===== config.mk =====
export PLATFORM = sky130hd
export DESIGN_NAME = lift_request_queue_flat
export DESIGN_NICKNAME = d
export VERILOG_FILES = /design/src/rtl/lift_request_queue_pkg.sv /design/src/rtl/lift_request_queue_if.sv /design/src/rtl/lift_request_queue_floor_fifo.sv /design/src/rtl/lift_request_queue.sv /design/src/flat_wrapper.sv
export SDC_FILE = /design/constraint.sdc
export NUM_CORES = 1
export LEC_CHECK = 0
export CELL_PAD_IN_SITES_DETAIL_PLACEMENT = 0
export CELL_PAD_IN_SITES_GLOBAL_PLACEMENT = 1
export CORE_MARGIN = 1
export CORE_UTILIZATION = 35
export CTS_CLUSTER_SIZE = 24
export DETAILED_ROUTE_END_ITERATION = 10
export GPL_TIMING_DRIVEN = 1
export PLACE_DENSITY = 0.61
export SYNTH_ARGS = -nofsm -noshare
export SYNTH_HDL_FRONTEND = slang
export SYNTH_SLANG_ARGS = --single-unit

===== constraint.sdc =====
create_clock -name clk -period 2.9 [get_ports clk]
set_input_delay 0.29 -clock clk [delete_from_list [all_inputs] [get_ports clk]]
set_output_delay 0.29 -clock clk [all_outputs]
set_load 0.02 [all_outputs]

===== src/rtl/lift_request_queue_pkg.sv =====
// lift_pkg: shared constants, FSM state type and floor encoder for the lift request queue.
package lift_pkg;
  localparam int NUM_FLOORS = 8;
  localparam int FLOOR_W = 3;
  localparam int CNT_W = 4;
  localparam int REQ_W = 4;
  localparam int DWELL_CYCLES = 4;
  localparam int DWELL_W = DWELL_CYCLES > 1 ? $clog2(DWELL_CYCLES) : 1;
  localparam logic [REQ_W-1:0] IDLE_CODE = 4'hF;
  typedef enum logic [1:0] {IDLE, SETTLE, SERVE, DWELL} state_e;
  function automatic logic [FLOOR_W-1:0] lowest_floor(input logic [NUM_FLOORS-1:0] v);
    lowest_floor = '0;
    for (int i = NUM_FLOORS - 1; i >= 0; i--) if (v[i]) lowest_floor = FLOOR_W'(i);
  endfunction
endpackage


===== src/rtl/lift_request_queue_if.sv =====
// lift_request_queue_if: button/controller-side bus of the request queue.
// btn, stop_in flow into the queue; req_floor, pending, count, busy flow out.
interface lift_request_queue_if;
  import lift_pkg::*;
  logic [NUM_FLOORS-1:0] btn;
  logic                  stop_in;
  logic [REQ_W-1:0]      req_floor;
  logic [NUM_FLOORS-1:0] pending;
  logic [CNT_W-1:0]      count;
  logic                  busy;
  modport master(output btn, stop_in, input req_floor, pending, count, busy);
  modport slave(input btn, stop_in, output req_floor, pending, count, busy);
endinterface


===== src/rtl/lift_request_queue_floor_fifo.sv =====
// floor_fifo: 8-deep circular buffer of floor numbers.
// Ports: clk, reset, push/din write the tail, pop drops the head, head/count show state.
module floor_fifo
  import lift_pkg::*;
(
  input  logic               clk,
  input  logic               reset,
  input  logic               push,
  input  logic               pop,
  input  logic [FLOOR_W-1:0] din,
  output logic [FLOOR_W-1:0] head,
  output logic [CNT_W-1:0]   count
);
  logic [FLOOR_W-1:0] mem_q [NUM_FLOORS];
  logic [FLOOR_W-1:0] wptr_q, wptr_d, rptr_q, rptr_d;
  logic [CNT_W-1:0]   count_q, count_d;
  always_comb begin
    wptr_d = wptr_q + FLOOR_W'(push);
    rptr_d = rptr_q + FLOOR_W'(pop);
    count_d = count_q + CNT_W'(push) - CNT_W'(pop);
  end
  always_ff @(posedge clk) begin
    if (reset) begin
      wptr_q <= '0;
      rptr_q <= '0;
      count_q <= '0;
    end else begin
      wptr_q <= wptr_d;
      rptr_q <= rptr_d;
      count_q <= count_d;
    end
  end
  always_ff @(posedge clk) if (push) mem_q[wptr_q] <= din;
  assign head = mem_q[rptr_q];
  assign count = count_q;
endmodule


===== src/rtl/lift_request_queue.sv =====
// lift_request_queue: FCFS floor-call queue with duplicate suppression feeding the lift controller.
// Ports: clk, reset (sync, active-high), bus (slave): btn/stop_in in, req_floor/pending/count/busy out.
module lift_request_queue
  import lift_pkg::*;
(
  input  logic                clk,
  input  logic                reset,
  lift_request_queue_if.slave bus
);
  logic [NUM_FLOORS-1:0] btn_q, newreq_q, newreq_d, pending_q, pending_d;
  logic [NUM_FLOORS-1:0] rise, enq_bit, pop_bit;
  logic [REQ_W-1:0]      req_q, req_d;
  logic [DWELL_W-1:0]    dwell_q, dwell_d;
  logic [FLOOR_W-1:0]    din, head;
  logic [CNT_W-1:0]      count;
  logic                  push, pop;
  state_e                state_q, state_d;
  floor_fifo u_fifo (
    .clk  (clk),
    .reset(reset),
    .push (push),
    .pop  (pop),
    .din  (din),
    .head (head),
    .count(count)
  );
  // Pending bits exclude re-captures, so a press in the pop cycle of the same floor is dropped.
  always_comb begin
    rise = bus.btn & ~btn_q;
    push = |newreq_q;
    din = lowest_floor(newreq_q);
    enq_bit = push ? NUM_FLOORS'(1) << din : '0;
    pop = state_q == DWELL && dwell_q == '0;
    pop_bit = pop ? NUM_FLOORS'(1) << head : '0;
    newreq_d = (newreq_q & ~enq_bit) | (rise & ~pending_q & ~newreq_q);
    pending_d = (pending_q | enq_bit) & ~pop_bit;
  end
  always_comb begin
    state_d = state_q == IDLE   ? (count != '0 ? SETTLE : IDLE) :
              state_q == SETTLE ? SERVE :
              state_q == SERVE  ? (bus.stop_in ? DWELL : SERVE) :
              (dwell_q == '0 ? IDLE : DWELL);
  end
  always_comb begin
    req_d = state_q == IDLE && count != '0 ? REQ_W'(head) : pop ? IDLE_CODE : req_q;
    dwell_d = state_q == SERVE && bus.stop_in ? DWELL_W'(DWELL_CYCLES - 1) :
              state_q == DWELL && dwell_q != '0 ? dwell_q - DWELL_W'(1) : dwell_q;
  end
  always_ff @(posedge clk) state_q <= reset ? IDLE : state_d;
  // Loaded through reset so a button held across reset never looks like a fresh press.
  always_ff @(posedge clk) btn_q <= bus.btn;
  always_ff @(posedge clk) begin
    if (reset) begin
      newreq_q <= '0;
      pending_q <= '0;
      req_q <= IDLE_CODE;
      dwell_q <= '0;
    end else begin
      newreq_q <= newreq_d;
      pending_q <= pending_d;
      req_q <= req_d;
      dwell_q <= dwell_d;
    end
  end
  assign bus.req_floor = req_q;
  assign bus.pending = pending_q;
  assign bus.count = count;
  assign bus.busy = state_q != IDLE;
endmodule


===== src/flat_wrapper.sv =====
// flat-port wrapper written by rule: the top's interface ports become plain ports
module lift_request_queue_flat import lift_pkg::*;
  (clk, reset, bus_btn, bus_stop_in, bus_req_floor, bus_pending, bus_count, bus_busy);
  lift_request_queue_if bus_i ();
  input  logic clk;
  input  logic reset;
  input wire logic [$bits(bus_i.btn)-1:0] bus_btn;
  input wire logic [$bits(bus_i.stop_in)-1:0] bus_stop_in;
  output wire logic [$bits(bus_i.req_floor)-1:0] bus_req_floor;
  output wire logic [$bits(bus_i.pending)-1:0] bus_pending;
  output wire logic [$bits(bus_i.count)-1:0] bus_count;
  output wire logic [$bits(bus_i.busy)-1:0] bus_busy;
  assign bus_i.btn = bus_btn;
  assign bus_i.stop_in = bus_stop_in;
  assign bus_req_floor = bus_i.req_floor;
  assign bus_pending = bus_i.pending;
  assign bus_count = bus_i.count;
  assign bus_busy = bus_i.busy;
  lift_request_queue u_core (.clk(clk), .reset(reset), .bus(bus_i));
endmodule

[Yosys cells after proc, flatten, opt, wreduce, memory -nomap -nowiden]
Memories as Yosys holds them, arrays and structs flattened. A register that Yosys moved wholly into a read port is not among the register bits.
Cells that the tools add are included.
Cells by class
  add/sub/neg operators: 5
  $mul: 0
  div/mod/pow operators: 0
  $lt $le $gt $ge: 0
  equality and inequality tests: 3
  shift operators: 2
  mux-type cells: 23
  bitwise gates (word level): 12
  reductions and logical operators: 12
Operators by type and width (number)
  bitwise AND 8 bit: 5
  NOT 8 bit: 5
  two-way mux 3 bit: 9
  two-way mux 8 bit: 2
  bitwise OR 8 bit: 2
  left shift 1 x 3 -> 8 bit, first input constant: 2
  two-way mux 2 bit: 6
  two-way mux 4 bit: 2
  nonzero test 2 bit: 4
  OR reduction 8 bit: 1
  adder 3 x 1 -> 3 bit: 2
  adder 4 x 1 -> 4 bit: 1
  equality test 2 bit, second input constant: 2
  logical AND 1 bit: 4
  logical NOT 2 bit: 2
  two-way mux 1 bit: 4
  nonzero test 4 bit: 1
  subtractor 4 x 1 -> 4 bit: 1
  equality test 2 x 1 -> 1 bit, second input constant: 1
  subtractor 2 x 1 -> 2 bit, second input constant: 1
Word-level totals
  register bits: 42
  bits in latches: 0
  RAM bits: 24
  memory bits (read-only): 0
  output and inout port bits: 17
  memories: 1
Memory list
  u_core.u_fifo.mem_q: depth 8, bits a word 3, read ports 1, clocked after Yosys merged registers in 1, wr ports 1, RTL line lift_request_queue_floor_fifo.sv:14  | logic [FLOOR_W-1:0] mem_q [NUM_FLOORS];

[Depth between registers and ports, before layout]
Gate-level depths: netlist of run 1.
  word-level depth: 13
  mapped depth: 11
  depth with buffers taken out: 11

[Cells and area by module]
A second synthesis of run 1 with hierarchy kept.
Unflattened totals
  cells, all modules: 225
  area total of the unflattened synthesis: 2691.3 µm²
Modules (own cells, without submodules)
  floor_fifo: instances 1, cells each 91, area each 1437.6 µm², sequential area each 920.9 µm²
  lift_request_queue: instances 1, cells each 134, area each 1253.7 µm², sequential area each 640.6 µm²

[Worst setup path before layout of run 1]
Ideal clock, no wire load.
  path type: reg2reg
  start point: register u_core.newreq_q[2]
  end point: register u_core.u_fifo.count_q[2], in the netlist u_core.u_fifo.count[2]
  setup time: 0.128 ns
  arrival time: 2.062 ns
  slack: 0.711 ns
  cell stages (with the launch flop): 12
  period minus slack after synthesis: 2.189 ns
  cell sequence: dfxtp_1 -> clkbuf_1 -> nor2_1 -> nand3_1 -> nor3_2 -> ha_1 -> inv_1 -> ha_1 -> inv_1 -> fa_1 -> xor2_1 -> nor2_1
Between the ends
  cells in the longest elaborated chain, start to end: 3
RTL lines
  start, declared: RTL line lift_request_queue.sv:10  | logic [NUM_FLOORS-1:0] btn_q, newreq_q, newreq_d, pending_q, pending_d;
  start signal, assigned: RTL line lift_request_queue.sv:59  | newreq_q <= newreq_d;
  OR reduction 8 bit: RTL line lift_request_queue.sv:30  | push = |newreq_q;
  adder 4 x 1 -> 4 bit: RTL line lift_request_queue_floor_fifo.sv:20  | count_d = count_q + CNT_W'(push) - CNT_W'(pop);
  subtractor 4 x 1 -> 4 bit: RTL line lift_request_queue_floor_fifo.sv:20
  end signal, assigned: RTL line lift_request_queue_floor_fifo.sv:30  | count_q <= count_d;
  end, declared: RTL line lift_request_queue_floor_fifo.sv:16  | logic [CNT_W-1:0] count_q, count_d;
No other way between the ends.
A chain may end at the register's enable or synchronous reset.

[Final worst setup path of run 1]
Ends and elaborated chain as after synthesis.

==> metrics, run 1 <==
worst reg-to-reg path cell count=10; Final setup viols=0; initial drt markers=43; most common flop cell mapped by yosys=dfxtp_1; post-layout min period=2.47 ns; Vias=1748; proportion of layout cells with a drive suffix above 1=0.120; post-synth top area share=0.310; Reg clk slew, reported paths=0.07 ns; Max Clk Rate=0.405 GHz; Worst IR Drop VDD=295 uV; Layout Skew=0.0117 ns; EDFF count, synth=24; Post-CTS Hold Buffers=0; status=completed; Nets=283; WHS=0.420 ns; Antenna Cells=0; asr flop ratio synth=0; top cells by area, synth=dfxtp_1, edfxtp_1, ha_1, mux4_2, nor2_1; worst skew pair latency=0.34 ns; Hold WC Path Type=in2reg; WHS Path Cells=1; Buffers on Ports=27; unrepaired setup endpoints after global routing=no; utilization after layout=0.444; Rel. slew slack=0.452; Die W=90.0 um; Max clock buf depth=2; final setup margin=0.430 ns; initial antenna violation count=0; setup TNS=0 ns; H-tree depth=3; all-layer global routing usage=0.138; CP cell instances=nor2_1 > nand3_1 > nor3_2 > ha_1 > inv_1 > ha_1 > inv_1 > fa_1 > xor2_1 > nor2_1; # IOs=28; switching part of the total=0.306; delay-heaviest family, CP=simple AND/OR/NAND/NOR gates; worst-path fanout max=8; Syn Inst Count=227; Core ar.=7370 um2; remaining antenna violation count after routing=0; crit path launch type=register; max_cap viols=0; post-CTS setup buffers=0; Worst Path Required=3.13 ns; Sequential Area=1560 um2; Crit Path Category=reg2reg; largest area contributor in the netlist=dfxtp_1; Final period util=0.852; post-synthesis cell area=2710 um2; Pre-antenna DRT Iters=4; Multi-input gate area=1050 um2; cts bufs inserted=9; Comb pwr share=0.288; # rows=31; static leakage=1.19 nW; count of cell types in the netlist=39; largest net degree at the start of global routing=22; Clock power frac=0.263; Post-DP HPWL=3760 um; TritonCTS clock tree=yes; sw power=0.830 mW; post-route cell area=3270 um2; fillcell total=698; vias in the first global route=1711; average wire per standard cell=14.1 um; Reg power frac=0.449; register area share after synthesis=0.576; total gr overflow=0; CP bufs+invs=2; Die H=90.0 um; Slew Limit Fails=0; total die area=8100 um2; Power per Cell Area=828 nW/um2; gp weighted congestion=0.805; worst path arrival time=2.70 ns; Worst-Margin Slew=0.819 ns; global-route wire length before repair=8620 um; Initial Util=0.368; clock root buffer=clkbuf_8; Synth Net Count=249; Post-Place Cell Area=3090 um2; Worst path slowest cell=nor3_2; CTS Sinks=66; CTS resizes=0; vias per std cell=4.79; Final Hold Fails=0; max incr delay on CP=0.43 ns; Avg Cell Area, Syn=11.9 um2; pre-CTS setup slack=0.474 ns; Yosys reg bits=66; Stages on worst setup path=10; Internal Pwr Total=1.88 mW; DR DRC count=0; Post-Route WL=5140 um; YS warnings=0; post-synthesis to final-layout area growth=20.6%; CP Capture Type=register
per-stage QoR:
step / std cells / power, mW
after floorplan: 227 / 1.76
after global placement: 349 / 2.02
after detailed placement: 349 / 2.03
after CTS: 365 / 2.76
after global routing: 365 / 2.89
final: 365 / 2.71
cells in the final DEF, fill, tap and decap left out, types with 4 or more instances in the layout:
master,n
mux2i_1,10
nor3_1,7
mux4_2,5
nor4b_1,4
inv_1,15
nor2_1,29
nor2b_1,7
clkbuf_8,10
a211oi_1,4
nand2_1,6
dfxtp_1,42
a211oi_2,4
ha_1,10
clkdlybuf4s50_1,27
a21oi_1,16
edfxtp_1,24
synth_stat cells, types with 2 or more instances:
cell,count
dfxtp_1,42
nor2_1,29
edfxtp_1,24
a21oi_1,16
inv_1,15
ha_1,10
mux2i_1,10
nor2b_1,7
nor3_1,7
nand2_1,6
clkbuf_1,5
mux4_2,5
a211oi_1,4
a211oi_2,4
nor4b_1,4
nand2b_1,3
or2_2,3
xnor2_1,3
a21o_1,2
a221oi_1,2
buf_6,2
mux2i_4,2
nand3_1,2
nor3b_1,2
nor4_1,2
o21ai_0,2
or2_1,2
metal layers:
layer  vias to the layer above  GRT usage  routed length [um]
met2                        30      0.212                2300
met4                         0     0.0766                  98
li1                        885          -                   -
met1                       824      0.184                2570
met3                         9     0.0262                 168
met5                         -          0                   0
power by group through the flow:
stage	Sequential [mW]	Clock [mW]	Combinational, mW
floorplan	1.27	0	0.489
global placement	1.24	0	0.784
detailed placement	1.24	0	0.790
CTS	1.22	0.743	0.793
global route	1.24	0.777	0.872
finish	1.22	0.713	0.779
final timing paths:
path	slack, ns	to	start
max	0.43	u_core.u_fifo.count[2]	u_core.newreq_q[2]
min	0.42	u_core.btn_q[0]	bus_btn[0]
max reg2reg	0.43	u_core.u_fifo.count[2]	u_core.newreq_q[2]
min reg2reg	0.47	u_core.bus.req_floor[3]	u_core.bus.req_floor[3]
area by class of cell:
| class | instances | area share |
|---|---|---|
| clock buffers | 14 | 0.0532 |
| clock inverters | 2 | 0.00306 |
| inverters | 15 | 0.0172 |
| multi-input cells | 139 | 0.322 |
| well taps | 99 | 0.0379 |
| flip-flops and latches | 66 | 0.477 |
| repair buffers | 30 | 0.0895 |
logic make-up (layout without fill, tap and decap cells):
group	Yosys count	count (layout)	share of synthesized area
buffers and inverters	22	61	0.0360
XOR/XNOR	4	4	0.0129
flip-flops	66	66	0.576
AO/OA/AOI/OAI	35	35	0.0895
AND/OR/NAND/NOR	72	72	0.137
multiplexers	17	17	0.0951
adder cells (fa/ha/maj)	11	11	0.0535
state kept, by name, summed over array words and instances, names as in the netlist, 3 cells and up:
| name | flops |
|---|---|
| u_core.btn_q | 8 |
| u_core.bus.pending | 8 |
| u_core.bus.req_floor | 4 |
| u_core.newreq_q | 8 |
| u_core.u_fifo.count | 4 |
| u_core.u_fifo.mem_q | 24 |
| u_core.u_fifo.rptr_q | 3 |
| u_core.u_fifo.wptr_q | 3 |
No activity file was read; power rests on OpenSTA's default activity.
==> run 2, diff against run 1 <==
--- a/config.mk
+++ b/config.mk
@@ -8,11 +8,11 @@
 export CELL_PAD_IN_SITES_DETAIL_PLACEMENT = 0
 export CELL_PAD_IN_SITES_GLOBAL_PLACEMENT = 1
 export CORE_MARGIN = 1
-export CORE_UTILIZATION = 35
+export CORE_UTILIZATION = 44
 export CTS_CLUSTER_SIZE = 24
 export DETAILED_ROUTE_END_ITERATION = 10
 export GPL_TIMING_DRIVEN = 1
-export PLACE_DENSITY = 0.61
+export PLACE_DENSITY = 0.75
 export SYNTH_ARGS = -nofsm -noshare
 export SYNTH_HDL_FRONTEND = slang
 export SYNTH_SLANG_ARGS = --single-unit
==> run 2 against run 1 <==
Wire length decreased by 7.0%; sequential power hardly changed; total power grew 2.8%; via count is 0.74% higher; critical path depth unchanged; first-iteration DRC count rose by 84%; critical endpoint unchanged.
==> metrics, run 2 (synthesis gave the netlist of run 1 again) <==
status=completed; Die W=80.5 um; most frequent cells in the layout=dfxtp_1, nor2_1, clkdlybuf4s50_1; Worst Path Required=3.13 ns; initial drt markers=79; Pre-antenna DRT Iters=4; Post-Layout Cell Count=340; Reg power frac=0.436; final setup margin=0.518 ns; post-CTS setup buffers=0; Max clock buf depth=2; crit path launch type=register; Reg clk slew, reported paths=0.07 ns; # IOs=28; static leakage=1.21 nW; max incr delay on CP=0.38 ns; unrepaired setup endpoints after global routing=no; Worst-Margin Slew=0.833 ns; switching part of the total=0.298; Slew Limit Fails=0; cts bufs inserted=9; Crit Path Category=reg2reg; placed cell count=324; clock root buffer=clkbuf_8; Worst R2R Start=u_core.newreq_q[0]; proportion of layout cells with a drive suffix above 1=0.125; Rel. slew slack=0.443; Max Clk Rate=0.420 GHz; worst reg-to-reg path cell count=10; Hold Startpoint=bus_btn[2]; Initial Util=0.458; Layout Skew=0.0102 ns; remaining antenna violation count after routing=0; Worst IR Drop VDD=514 uV; Antenna Cells=0; Power per Cell Area=852 nW/um2; H-tree depth=3; DR DRC count=0; sw power=0.829 mW; Nets=282; Reg2Reg Setup Slack=0.52 ns; total gr overflow=0; post-route cell area=3270 um2; max_cap viols=0; Core ar.=5920 um2; vias per std cell=5.18; Final period util=0.822; # rows=28; worst-path fanout max=7; worst skew pair latency=0.34 ns; Die H=80.5 um; Hold WC Path Type=in2reg; Comb pwr share=0.278; R2R Path End=u_core.u_fifo.count[2]; WHS Path Cells=1; CTS resizes=0; Post-Place Cell Area=3050 um2; CTS Sinks=66; Internal Pwr Total=1.96 mW; Final setup viols=0; worst path arrival time=2.61 ns; Worst path slowest cell=nor3_2; post-synthesis to final-layout area growth=20.5%; utilization after layout=0.552; Clock power frac=0.286; fillcell total=494; vias in the first global route=1649; Post-CTS Hold Buffers=0; Largest register FFs=24; initial antenna violation count=0; Reg with most FFs=u_core.u_fifo.mem_q; post-layout min period=2.38 ns; total die area=6480 um2; Final Hold Fails=0; Vias=1761; most common cell after layout, fill and taps aside=dfxtp_1; CP Capture Type=register; pre-CTS setup slack=0.523 ns; gp weighted congestion=0.788; average wire per standard cell=14.1 um; largest net degree at the start of global routing=23; setup TNS=0 ns; Buffers on Ports=27; all-layer global routing usage=0.173; TritonCTS clock tree=yes; CP cell instances=nor2_1 > nand3_1 > nor3_2 > ha_1 > inv_1 > ha_1 > inv_1 > fa_1 > xor2_1 > nor2_1; Post-DP HPWL=3500 um; global-route wire length before repair=8080 um; Post-Route WL=4780 um; Worst Hold Endpoint=u_core.btn_q[2]
run 2: cell types whose count changed in the layout (fill, tap and decap cells not counted):
cell	delta
clkinv_2	-1
clkinv_4	+1
buf_4	-1
clkbuf_1	-2
clkbuf_16	+1
clkbuf_8	+1
run 2: power groups by stage:
stage | clock network, mW | registers, mW | logic [mW]
5_1_grt | 0.870 | 1.24 | 0.862
3_5_place_dp | 0 | 1.24 | 0.783
3_3_place_gp | 0 | 1.23 | 0.776
2_1_floorplan | 0 | 1.27 | 0.489
6_report | 0.797 | 1.21 | 0.774
4_1_cts | 0.821 | 1.22 | 0.785
run 2: per-layer routing:
metal	global-route usage	share of wire	wire length, um
met1	0.239	0.48	2290
met3	0.0409	0.048	230
met5	0	0	0
met2	0.248	0.45	2150
met4	0.0911	0.022	107
run 2: metrics by stage:
stage,total power [mW],hold WS (ns)
after global placement,2.01,0.450
final,2.79,0.422
after floorplan,1.76,0.318
after detailed placement,2.02,0.456
after global routing,2.97,0.401
after CTS,2.82,0.407
run 2: layout make-up:
type | instances | area [um2] | share of cell area
flip-flops and latches | 66 | 1560 | 0.478
inverters | 15 | 56.3 | 0.0172
well taps | 75 | 93.8 | 0.0287
multi-input cells | 139 | 1050 | 0.322
clock buffers | 14 | 205 | 0.0628
repair buffers | 29 | 285 | 0.0873
clock inverters | 2 | 13.8 | 0.00421
run 2: how the worst max path moves through the flow:
| stage | cells past startpoint | from | end | slack, ns |
|---|---|---|---|---|
| after detailed placement | 10 | u_core.newreq_q[0] | u_core.u_fifo.count[2] | 0.52 |
| after global placement | 10 | u_core.newreq_q[2] | u_core.u_fifo.count[2] | 0.58 |
| after global routing | 10 | u_core.newreq_q[0] | u_core.u_fifo.count[2] | 0.28 |
| final | 10 | u_core.newreq_q[0] | u_core.u_fifo.count[2] | 0.52 |
| after floorplan | 11 | u_core.newreq_q[2] | u_core.u_fifo.count[2] | 0.71 |
| after CTS | 10 | u_core.newreq_q[0] | u_core.u_fifo.count[2] | 0.50 |
run 2: critical path: cells and delay by family (launching register included):
kind          cells  cell delay (ns)
xor+xnor          1             0.15
fa+ha+maj         3             0.83
buf+inv           2             0.10
flops             1             0.36
simple gates      4             0.83
